## src/rtl/mips_pkg.sv

```systemverilog
// Shared MIPS datapath definitions used by the multiply/divide unit.
//   - MDU op encodings as presented on the op field
//   - FSM state encoding of the iterative multiply/divide engine
package mips_pkg;

  localparam logic [1:0] MDU_MULT  = 2'd0;
  localparam logic [1:0] MDU_MULTU = 2'd1;
  localparam logic [1:0] MDU_DIV   = 2'd2;
  localparam logic [1:0] MDU_DIVU  = 2'd3;

  typedef enum logic [1:0] {
    MDU_IDLE = 2'd0,
    MDU_CALC = 2'd1,
    MDU_FIX  = 2'd2
  } mdu_state_e;

endpackage

```

## src/rtl/mult_div_unit_if.sv

```systemverilog
// Bundle between the control/register-file side and the multiply/divide unit.
//   start, op, a, b    : operation launch (start sampled only while idle)
//   we_hi, we_lo, wd   : MTHI/MTLO writes (honoured only while idle)
//   hi, lo             : architectural HI/LO contents (registered)
//   busy, done         : stall request and one-cycle completion pulse
// Handshake: start is a single-cycle request with no ready; it is accepted
// exactly when busy is low at the sampling edge and silently dropped
// otherwise. done is a one-cycle strobe with no back-pressure.
// modport master = control side, modport slave = mult_div_unit.
interface mult_div_unit_if #(
  parameter int data_width = 32
);
  logic                  start;
  logic [1:0]            op;
  logic [data_width-1:0] a;
  logic [data_width-1:0] b;
  logic                  we_hi;
  logic                  we_lo;
  logic [data_width-1:0] wd;
  logic [data_width-1:0] hi;
  logic [data_width-1:0] lo;
  logic                  busy;
  logic                  done;

  modport master (
    output start, op, a, b, we_hi, we_lo, wd,
    input  hi, lo, busy, done
  );

  modport slave (
    input  start, op, a, b, we_hi, we_lo, wd,
    output hi, lo, busy, done
  );
endinterface

```

## src/rtl/mult_div_unit.sv

```systemverilog
// Iterative multiply/divide unit holding the MIPS HI/LO registers.
// One shift-add (multiply) or restoring-subtract (divide) step per clock on
// operand magnitudes, followed by a sign-fix cycle that writes HI/LO.
// Ports:
//   clk          rising-edge clock
//   rst          synchronous active-high reset
//   bus          mult_div_unit_if.slave (operands, MTHI/MTLO, HI/LO, busy/done)
//   dbg_state_o  current FSM state, for observation only
module mult_div_unit
  import mips_pkg::*;
#(
  parameter int data_width = 32
) (
  input  logic                   clk,
  input  logic                   rst,
  mult_div_unit_if.slave         bus,
  output mdu_state_e             dbg_state_o
);

  localparam int W  = data_width;
  localparam int CW = $clog2(data_width);
  localparam logic [CW-1:0] CNT_LAST = CW'(data_width - 1);

  mdu_state_e     state_q, state_d;
  logic [1:0]     op_q, op_d;
  logic           sign_a_q, sign_a_d;
  logic           sign_b_q, sign_b_d;
  logic [CW-1:0]  cnt_q, cnt_d;
  // Shared working register: multiply {partial product, multiplier},
  // divide {partial remainder, dividend/quotient}.
  logic [2*W-1:0] work_q, work_d;
  // Multiplicand magnitude for multiplies, divisor magnitude for divides.
  logic [W-1:0]   opnd_q, opnd_d;
  logic [W-1:0]   hi_q, hi_d;
  logic [W-1:0]   lo_q, lo_d;
  logic           done_q, done_d;

  // Launch-time decode of the incoming operation.
  logic           in_signed, in_mult;
  logic [W-1:0]   mag_a, mag_b;

  // One iteration of each algorithm.
  logic [W:0]     mul_sum;
  logic [2*W-1:0] mul_next;
  logic [W:0]     rem_shift;
  logic [W-1:0]   div_diff;
  logic           div_ge;
  logic [2*W-1:0] div_next;

  // Sign-fix results.
  logic           q_is_mult;
  logic [2*W-1:0] prod_fix;
  logic [W-1:0]   quot_fix, rem_fix;

  always_comb begin
    in_signed = (bus.op == MDU_MULT) || (bus.op == MDU_DIV);
    in_mult   = (bus.op == MDU_MULT) || (bus.op == MDU_MULTU);
    mag_a     = (in_signed && bus.a[W-1]) ? (~bus.a + 1'b1) : bus.a;
    mag_b     = (in_signed && bus.b[W-1]) ? (~bus.b + 1'b1) : bus.b;
  end

  always_comb begin
    // Shift-add: the carry out of the add becomes the new top bit.
    mul_sum  = {1'b0, work_q[2*W-1:W]} + {1'b0, opnd_q};
    mul_next = work_q[0] ? {mul_sum, work_q[W-1:1]}
                         : {1'b0, work_q[2*W-1:W], work_q[W-1:1]};
    // Restoring divide: the shifted remainder needs W+1 bits; when it is at
    // least the divisor the difference always fits back in W bits.
    rem_shift = {work_q[2*W-1:W], work_q[W-1]};
    div_ge    = rem_shift >= {1'b0, opnd_q};
    div_diff  = rem_shift[W-1:0] - opnd_q;
    div_next  = div_ge ? {div_diff, work_q[W-2:0], 1'b1}
                       : {rem_shift[W-1:0], work_q[W-2:0], 1'b0};
  end

  always_comb begin
    q_is_mult = (op_q == MDU_MULT) || (op_q == MDU_MULTU);
    prod_fix  = ((op_q == MDU_MULT) && (sign_a_q != sign_b_q))
                ? (~work_q + 1'b1) : work_q;
    quot_fix  = ((op_q == MDU_DIV) && (sign_a_q != sign_b_q))
                ? (~work_q[W-1:0] + 1'b1) : work_q[W-1:0];
    // Remainder follows the dividend's sign.
    rem_fix   = ((op_q == MDU_DIV) && sign_a_q)
                ? (~work_q[2*W-1:W] + 1'b1) : work_q[2*W-1:W];
  end

  always_comb begin
    state_d  = state_q;
    op_d     = op_q;
    sign_a_d = sign_a_q;
    sign_b_d = sign_b_q;
    cnt_d    = cnt_q;
    work_d   = work_q;
    opnd_d   = opnd_q;
    hi_d     = hi_q;
    lo_d     = lo_q;
    done_d   = 1'b0;

    case (state_q)
      MDU_IDLE: begin
        if (bus.we_hi) hi_d = bus.wd;
        if (bus.we_lo) lo_d = bus.wd;
        if (bus.start) begin
          state_d  = MDU_CALC;
          op_d     = bus.op;
          sign_a_d = bus.a[W-1];
          sign_b_d = bus.b[W-1];
          cnt_d    = '0;
          if (in_mult) begin
            work_d = {{W{1'b0}}, mag_b};
            opnd_d = mag_a;
          end else begin
            work_d = {{W{1'b0}}, mag_a};
            opnd_d = mag_b;
          end
        end
      end
      MDU_CALC: begin
        work_d = q_is_mult ? mul_next : div_next;
        cnt_d  = cnt_q + 1'b1;
        if (cnt_q == CNT_LAST) state_d = MDU_FIX;
      end
      MDU_FIX: begin
        if (q_is_mult) begin
          hi_d = prod_fix[2*W-1:W];
          lo_d = prod_fix[W-1:0];
        end else begin
          hi_d = rem_fix;
          lo_d = quot_fix;
        end
        done_d  = 1'b1;
        state_d = MDU_IDLE;
      end
      default: state_d = MDU_IDLE;
    endcase
  end

  always_ff @(posedge clk) begin
    if (rst) begin
      state_q  <= MDU_IDLE;
      op_q     <= MDU_MULT;
      sign_a_q <= 1'b0;
      sign_b_q <= 1'b0;
      cnt_q    <= '0;
      work_q   <= '0;
      opnd_q   <= '0;
      hi_q     <= '0;
      lo_q     <= '0;
      done_q   <= 1'b0;
    end else begin
      state_q  <= state_d;
      op_q     <= op_d;
      sign_a_q <= sign_a_d;
      sign_b_q <= sign_b_d;
      cnt_q    <= cnt_d;
      work_q   <= work_d;
      opnd_q   <= opnd_d;
      hi_q     <= hi_d;
      lo_q     <= lo_d;
      done_q   <= done_d;
    end
  end

  assign bus.hi      = hi_q;
  assign bus.lo      = lo_q;
  assign bus.busy    = (state_q != MDU_IDLE);
  assign bus.done    = done_q;
  assign dbg_state_o = state_q;

endmodule

```

## src/flat_wrapper.sv

```systemverilog
// flat-port wrapper written by rule: the top's interface ports become plain ports
module mult_div_unit_flat import mips_pkg::*;
#(
  parameter int data_width = 32
)
  (clk, rst, dbg_state_o, bus_start, bus_op, bus_a, bus_b, bus_we_hi, bus_we_lo, bus_wd, bus_hi, bus_lo, bus_busy, bus_done);
  mult_div_unit_if #(.data_width(data_width)) bus_i ();
  input  logic clk;
  input  logic rst;
  output mdu_state_e dbg_state_o;
  input wire logic [$bits(bus_i.start)-1:0] bus_start;
  input wire logic [$bits(bus_i.op)-1:0] bus_op;
  input wire logic [$bits(bus_i.a)-1:0] bus_a;
  input wire logic [$bits(bus_i.b)-1:0] bus_b;
  input wire logic [$bits(bus_i.we_hi)-1:0] bus_we_hi;
  input wire logic [$bits(bus_i.we_lo)-1:0] bus_we_lo;
  input wire logic [$bits(bus_i.wd)-1:0] bus_wd;
  output wire logic [$bits(bus_i.hi)-1:0] bus_hi;
  output wire logic [$bits(bus_i.lo)-1:0] bus_lo;
  output wire logic [$bits(bus_i.busy)-1:0] bus_busy;
  output wire logic [$bits(bus_i.done)-1:0] bus_done;
  assign bus_i.start = bus_start;
  assign bus_i.op = bus_op;
  assign bus_i.a = bus_a;
  assign bus_i.b = bus_b;
  assign bus_i.we_hi = bus_we_hi;
  assign bus_i.we_lo = bus_we_lo;
  assign bus_i.wd = bus_wd;
  assign bus_hi = bus_i.hi;
  assign bus_lo = bus_i.lo;
  assign bus_busy = bus_i.busy;
  assign bus_done = bus_i.done;
  mult_div_unit #(.data_width(data_width)) u_core (.clk(clk), .rst(rst), .bus(bus_i), .dbg_state_o(dbg_state_o));
endmodule
```

## config.mk

```make
export PLATFORM = sky130hd
export DESIGN_NAME = mult_div_unit_flat
export DESIGN_NICKNAME = d
export VERILOG_FILES = /design/src/rtl/mips_pkg.sv /design/src/rtl/mult_div_unit_if.sv /design/src/rtl/mult_div_unit.sv /design/src/flat_wrapper.sv
export SDC_FILE = /design/constraint.sdc
export NUM_CORES = 1
export LEC_CHECK = 0
export CORE_MARGIN = 2
export CORE_UTILIZATION = 60
export DETAILED_ROUTE_END_ITERATION = 8
export PLACE_DENSITY = 0.85
export SKIP_LAST_GASP = 1
export SLEW_MARGIN = 5
export SYNTH_ARGS = -nofsm -noshare
export SYNTH_HDL_FRONTEND = slang
export SYNTH_SLANG_ARGS = --single-unit
```

## constraint.sdc

```tcl
create_clock -name clk -period 5.5 [get_ports clk]
set_input_delay 1.375 -clock clk [delete_from_list [all_inputs] [get_ports clk]]
set_output_delay 1.375 -clock clk [all_outputs]
set_load 0.05 [all_outputs]
```

==> metrics.md <==
| Metric | Value |
|---|---|
| Synthesis-stage register bit count | `172` |
| Buffers on Ports | `170` |
| Die area | `0.0260 mm²` |
| Final min period | `4.15 ns` |
| Residual DRC count | `0` |
| Required @ worst endpoint | `5.83 ns` |
| Pint | `0.00254 W` |
| Seq pwr share | `33.9%` |
| Total gr overflow | `0` |
| Number of synthesized flops with an enable pin | `0` |
| Post-synthesis share of cell area spent on xor and xnor gates | `9.98%` |
| First-pass GRT wire length | `84.1 mm` |
| Commonest non-fill, non-tap cell in the layout | `a21oi_1` |
| Worst R2R Path Depth | `10` |
| Final clock period utilization by the worst path | `75.5%` |
| Leak pwr | `6.56 nW` |
| ANT nets after route | `0` |
| First DRT Iteration DRCs | `2,076` |
| Reg2Reg Setup Slack | `1.35 ns` |
| CP startpoint kind | `register` |
| Compound-cell area share of the yosys netlist | `30.0%` |
| Clk pin slew, worst setup/hold paths | `0.09 ns` |
| Placed cells | `2,396` |
| DRT Wirelength | `54.6 mm` |
| Syn nets | `2,205` |
| Critical path data arrival time | `4.49 ns` |
| Gates resized, CTS repair | `0` |
| Slew Limit Fails | `0` |
| RD Place Congestion | `1.02` |
| # IOs | `171` |
| Fin nets | `2,266` |
| Chip height | `161 µm` |
| Max VDD drop | `0.187 mV` |
| Vias in the first global route | `14,900` |
| Post-Syn Area per Cell | `7.31 µm²` |
| Hold_buf cts | `0` |
| Post-Synth Adder-Cell Area | `6.17%` |
| # diodes | `0` |
| Final Skew | `0.0207 ns` |
| Via count | `16,200` |
| Worst min path class | `reg -> reg` |
| Clk Latency, worst-skew pair | `0.45 ns` |
| Combinational power share | `37.5%` |
| Clk sink count | `172` |
| RSZ-0062 raised after global routing | `false` |
| Total core area | `0.0243 mm²` |
| Cell area after synthesis | `0.0148 mm²` |
| Top-area cell type share of the netlist area | `23.2%` |
| Worst path cell trace | `ha_1 > nor2b_1 > o211ai_1 > a2111oi_4 > nor2_1 > a211o_1 > a21bo_1 > nand2_4 > or3_1 > a32o_1` |
| FP Rows | `57` |
| Sw frac | `41.4%` |
| Routed wire length per instance | `22.5 µm` |
| Finished Layout Cells | `2,428` |
| Most frequent cells in the layout | `a21oi_1, nor2_1, nand2_1` |
| FMAX | `0.241 GHz` |
| Initial Util | `61.0%` |
| Final hold violations | `0` |
| HPWL after detailed placement | `41.7 mm` |
| Mux cell area share after synthesis | `4.93%` |
| Worst slew pin tran | `0.895 ns` |
| Post-CTS setup buffer count | `0` |
| Largest net degree at the start of global routing | `76` |
| Layout cells sized above 1 | `5.09%` |
| Reg-to-reg critical path endpoint | `u_core.work_q[39]` |
| DRT Pass-1 Iters | `5` |
| Die width | `161 µm` |
| CTS H-tree depth | `4` |
| Pwr Density | `253 mW/mm²` |
| Worst Path Class, Setup | `reg -> reg` |
| Clock Path Buffers | `2` |
| Root Buffer | `clkbuf_16` |
| Ys Warns | `0` |
| GRT Util Overall | `41.0%` |
| Avg Vias per Cell | `6.69` |
| Worst Setup SP | `u_core.work_q[32]` |
| Post-synthesis simple-gate area fraction | `19.6%` |
| Cell count after synthesis | `2,030` |
| Final setup violation count | `0` |
| Synth unique cells | `83` |
| Max_cap viols | `0` |
| Synth area leaders | `dfxtp_1, a21oi_1, ha_1` |
| Critical register-to-register path startpoint | `u_core.work_q[32]` |
| Critical path's largest stage delay | `0.67 ns` |
| Critical path fanouts, max | `18` |
| Area Growth Syn to Fin | `15.5%` |
| Slowest cell on crit path | `a21bo_1` |
| Post-synthesis async set-or-reset flop share | `0%` |
| Prevailing post-synth register cell | `dfxtp_1` |
| CP endpoint | `u_core.work_q[39]` |
| Clock power frac | `28.6%` |
| CTS tree | `built` |
| Post-synthesis sequential area ratio | `23.2%` |
| CTS Buf Count | `17` |
| Outcome | `finished clean` |
| Setup crit end kind | `register` |
| Setup TNS | `0 ns` |
| Switch Pwr | `0.00180 W` |
| Slew headroom | `40.2%` |
| Combinational family with the most area after synthesis | `compound AO/OA/AOI/OAI gates` |
| Cell taking the most area after synthesis | `dfxtp_1` |
| Initial antenna violation count | `1` |
-- worst min path at each step --
stage                           start                end  slack, ns  depth (start not counted)
global placement      u_core.cnt_q[3]    u_core.cnt_q[3]       0.44                          1
finish              u_core.bus.hi[21]  u_core.bus.hi[21]       0.46                          2
CTS                 u_core.bus.hi[31]  u_core.bus.hi[31]       0.46                          2
global route        u_core.bus.hi[21]  u_core.bus.hi[21]       0.49                          2
detailed placement  u_core.bus.hi[31]  u_core.bus.hi[31]       0.45                          2
floorplan             u_core.cnt_q[3]    u_core.cnt_q[3]       0.43                          1
-- power groups by stage --
stage / Sequential [W] / Combinational, W / Clock [W]
detailed placement: 0.00149 / 0.00157 / 0
global placement: 0.00149 / 0.00155 / 0
finish: 0.00147 / 0.00163 / 0.00124
floorplan: 0.00153 / 0.00101 / 0
CTS: 0.00146 / 0.00158 / 0.00123
global route: 0.00148 / 0.00174 / 0.00129
-- cell families (layout without fill, tap and decap cells) --
group | after synthesis | after routing
AOI/OAI and AO/OA | 688 | 688
xor gates and xnor gates | 169 | 169
adders and majority gates | 72 | 72
buffers and inverters | 228 | 302
DFF | 172 | 172
muxes | 72 | 72
and+or+nand+nor | 629 | 629
-- per-stage QoR --
step           utilization (%)  total power, W  setup slack (ns)  hold slack (ns)  cell area (µm²)
2_1_floorplan                -         0.00255              2.01            0.429            14800
3_3_place_gp              68.0         0.00304              1.08            0.443            16500
3_5_place_dp              68.0         0.00307              1.05            0.454            16500
4_1_cts                   70.4         0.00428              1.50            0.465            17100
5_1_grt                   70.4         0.00451              1.19            0.490            17100
6_report                  70.4         0.00434              1.35            0.464            17100
-- final cells by class --
class                   instances  area, µm²
clock buffers                  17        425
fillers                      2117       7190
repair buffers                194       1870
clock inverters                15        169
well taps                     324        405
multi-input cells            1630      10500
inverters                      76        285
flip-flops and latches        172       3440
-- worst max-delay path, delay by kind of cell (launching register included) --
family / cells / cell delay, ns
AOI/OAI and AO/OA: 5 / 1.78
and+or+nand+nor: 4 / 1.34
DFF: 1 / 0.59
adders and majority gates: 1 / 0.32
-- per-layer routing --
metal / vias up / GRT usage, % / wire (µm)
li1: 7471 / - / -
met1: 7481 / 56.5 / 22500
met2: 1113 / 61.3 / 23000
met3: 167 / 9.73 / 6550
met4: 2 / 17.9 / 2540
met5: - / 0 / 13
-- state kept, by name, indices dropped and copies added (netlist names) --
| register | count |
|---|---|
| u_core.dbg_state_o | 2 |
| u_core.work_q | 64 |
| u_core.bus.done | 1 |
| u_core.bus.hi | 32 |
| u_core.sign_b_q | 1 |
| u_core.op_q | 2 |
| u_core.sign_a_q | 1 |
| u_core.opnd_q | 32 |
| u_core.bus.lo | 32 |
| u_core.cnt_q | 5 |
-- synthesized netlist by cell type (all sizes together), types with 20 or more instances --
cell,n
a211oi,95
a21o,26
a21oi,247
a31oi,20
buf,25
clkbuf,127
dfxtp,172
ha,70
inv,76
mux2i,64
nand2,198
nand2b,21
nand3,29
nor2,223
nor3,42
o211ai,37
o21ai,109
xnor2,92
xor2,77
Power figures use the tool's default switching activity.
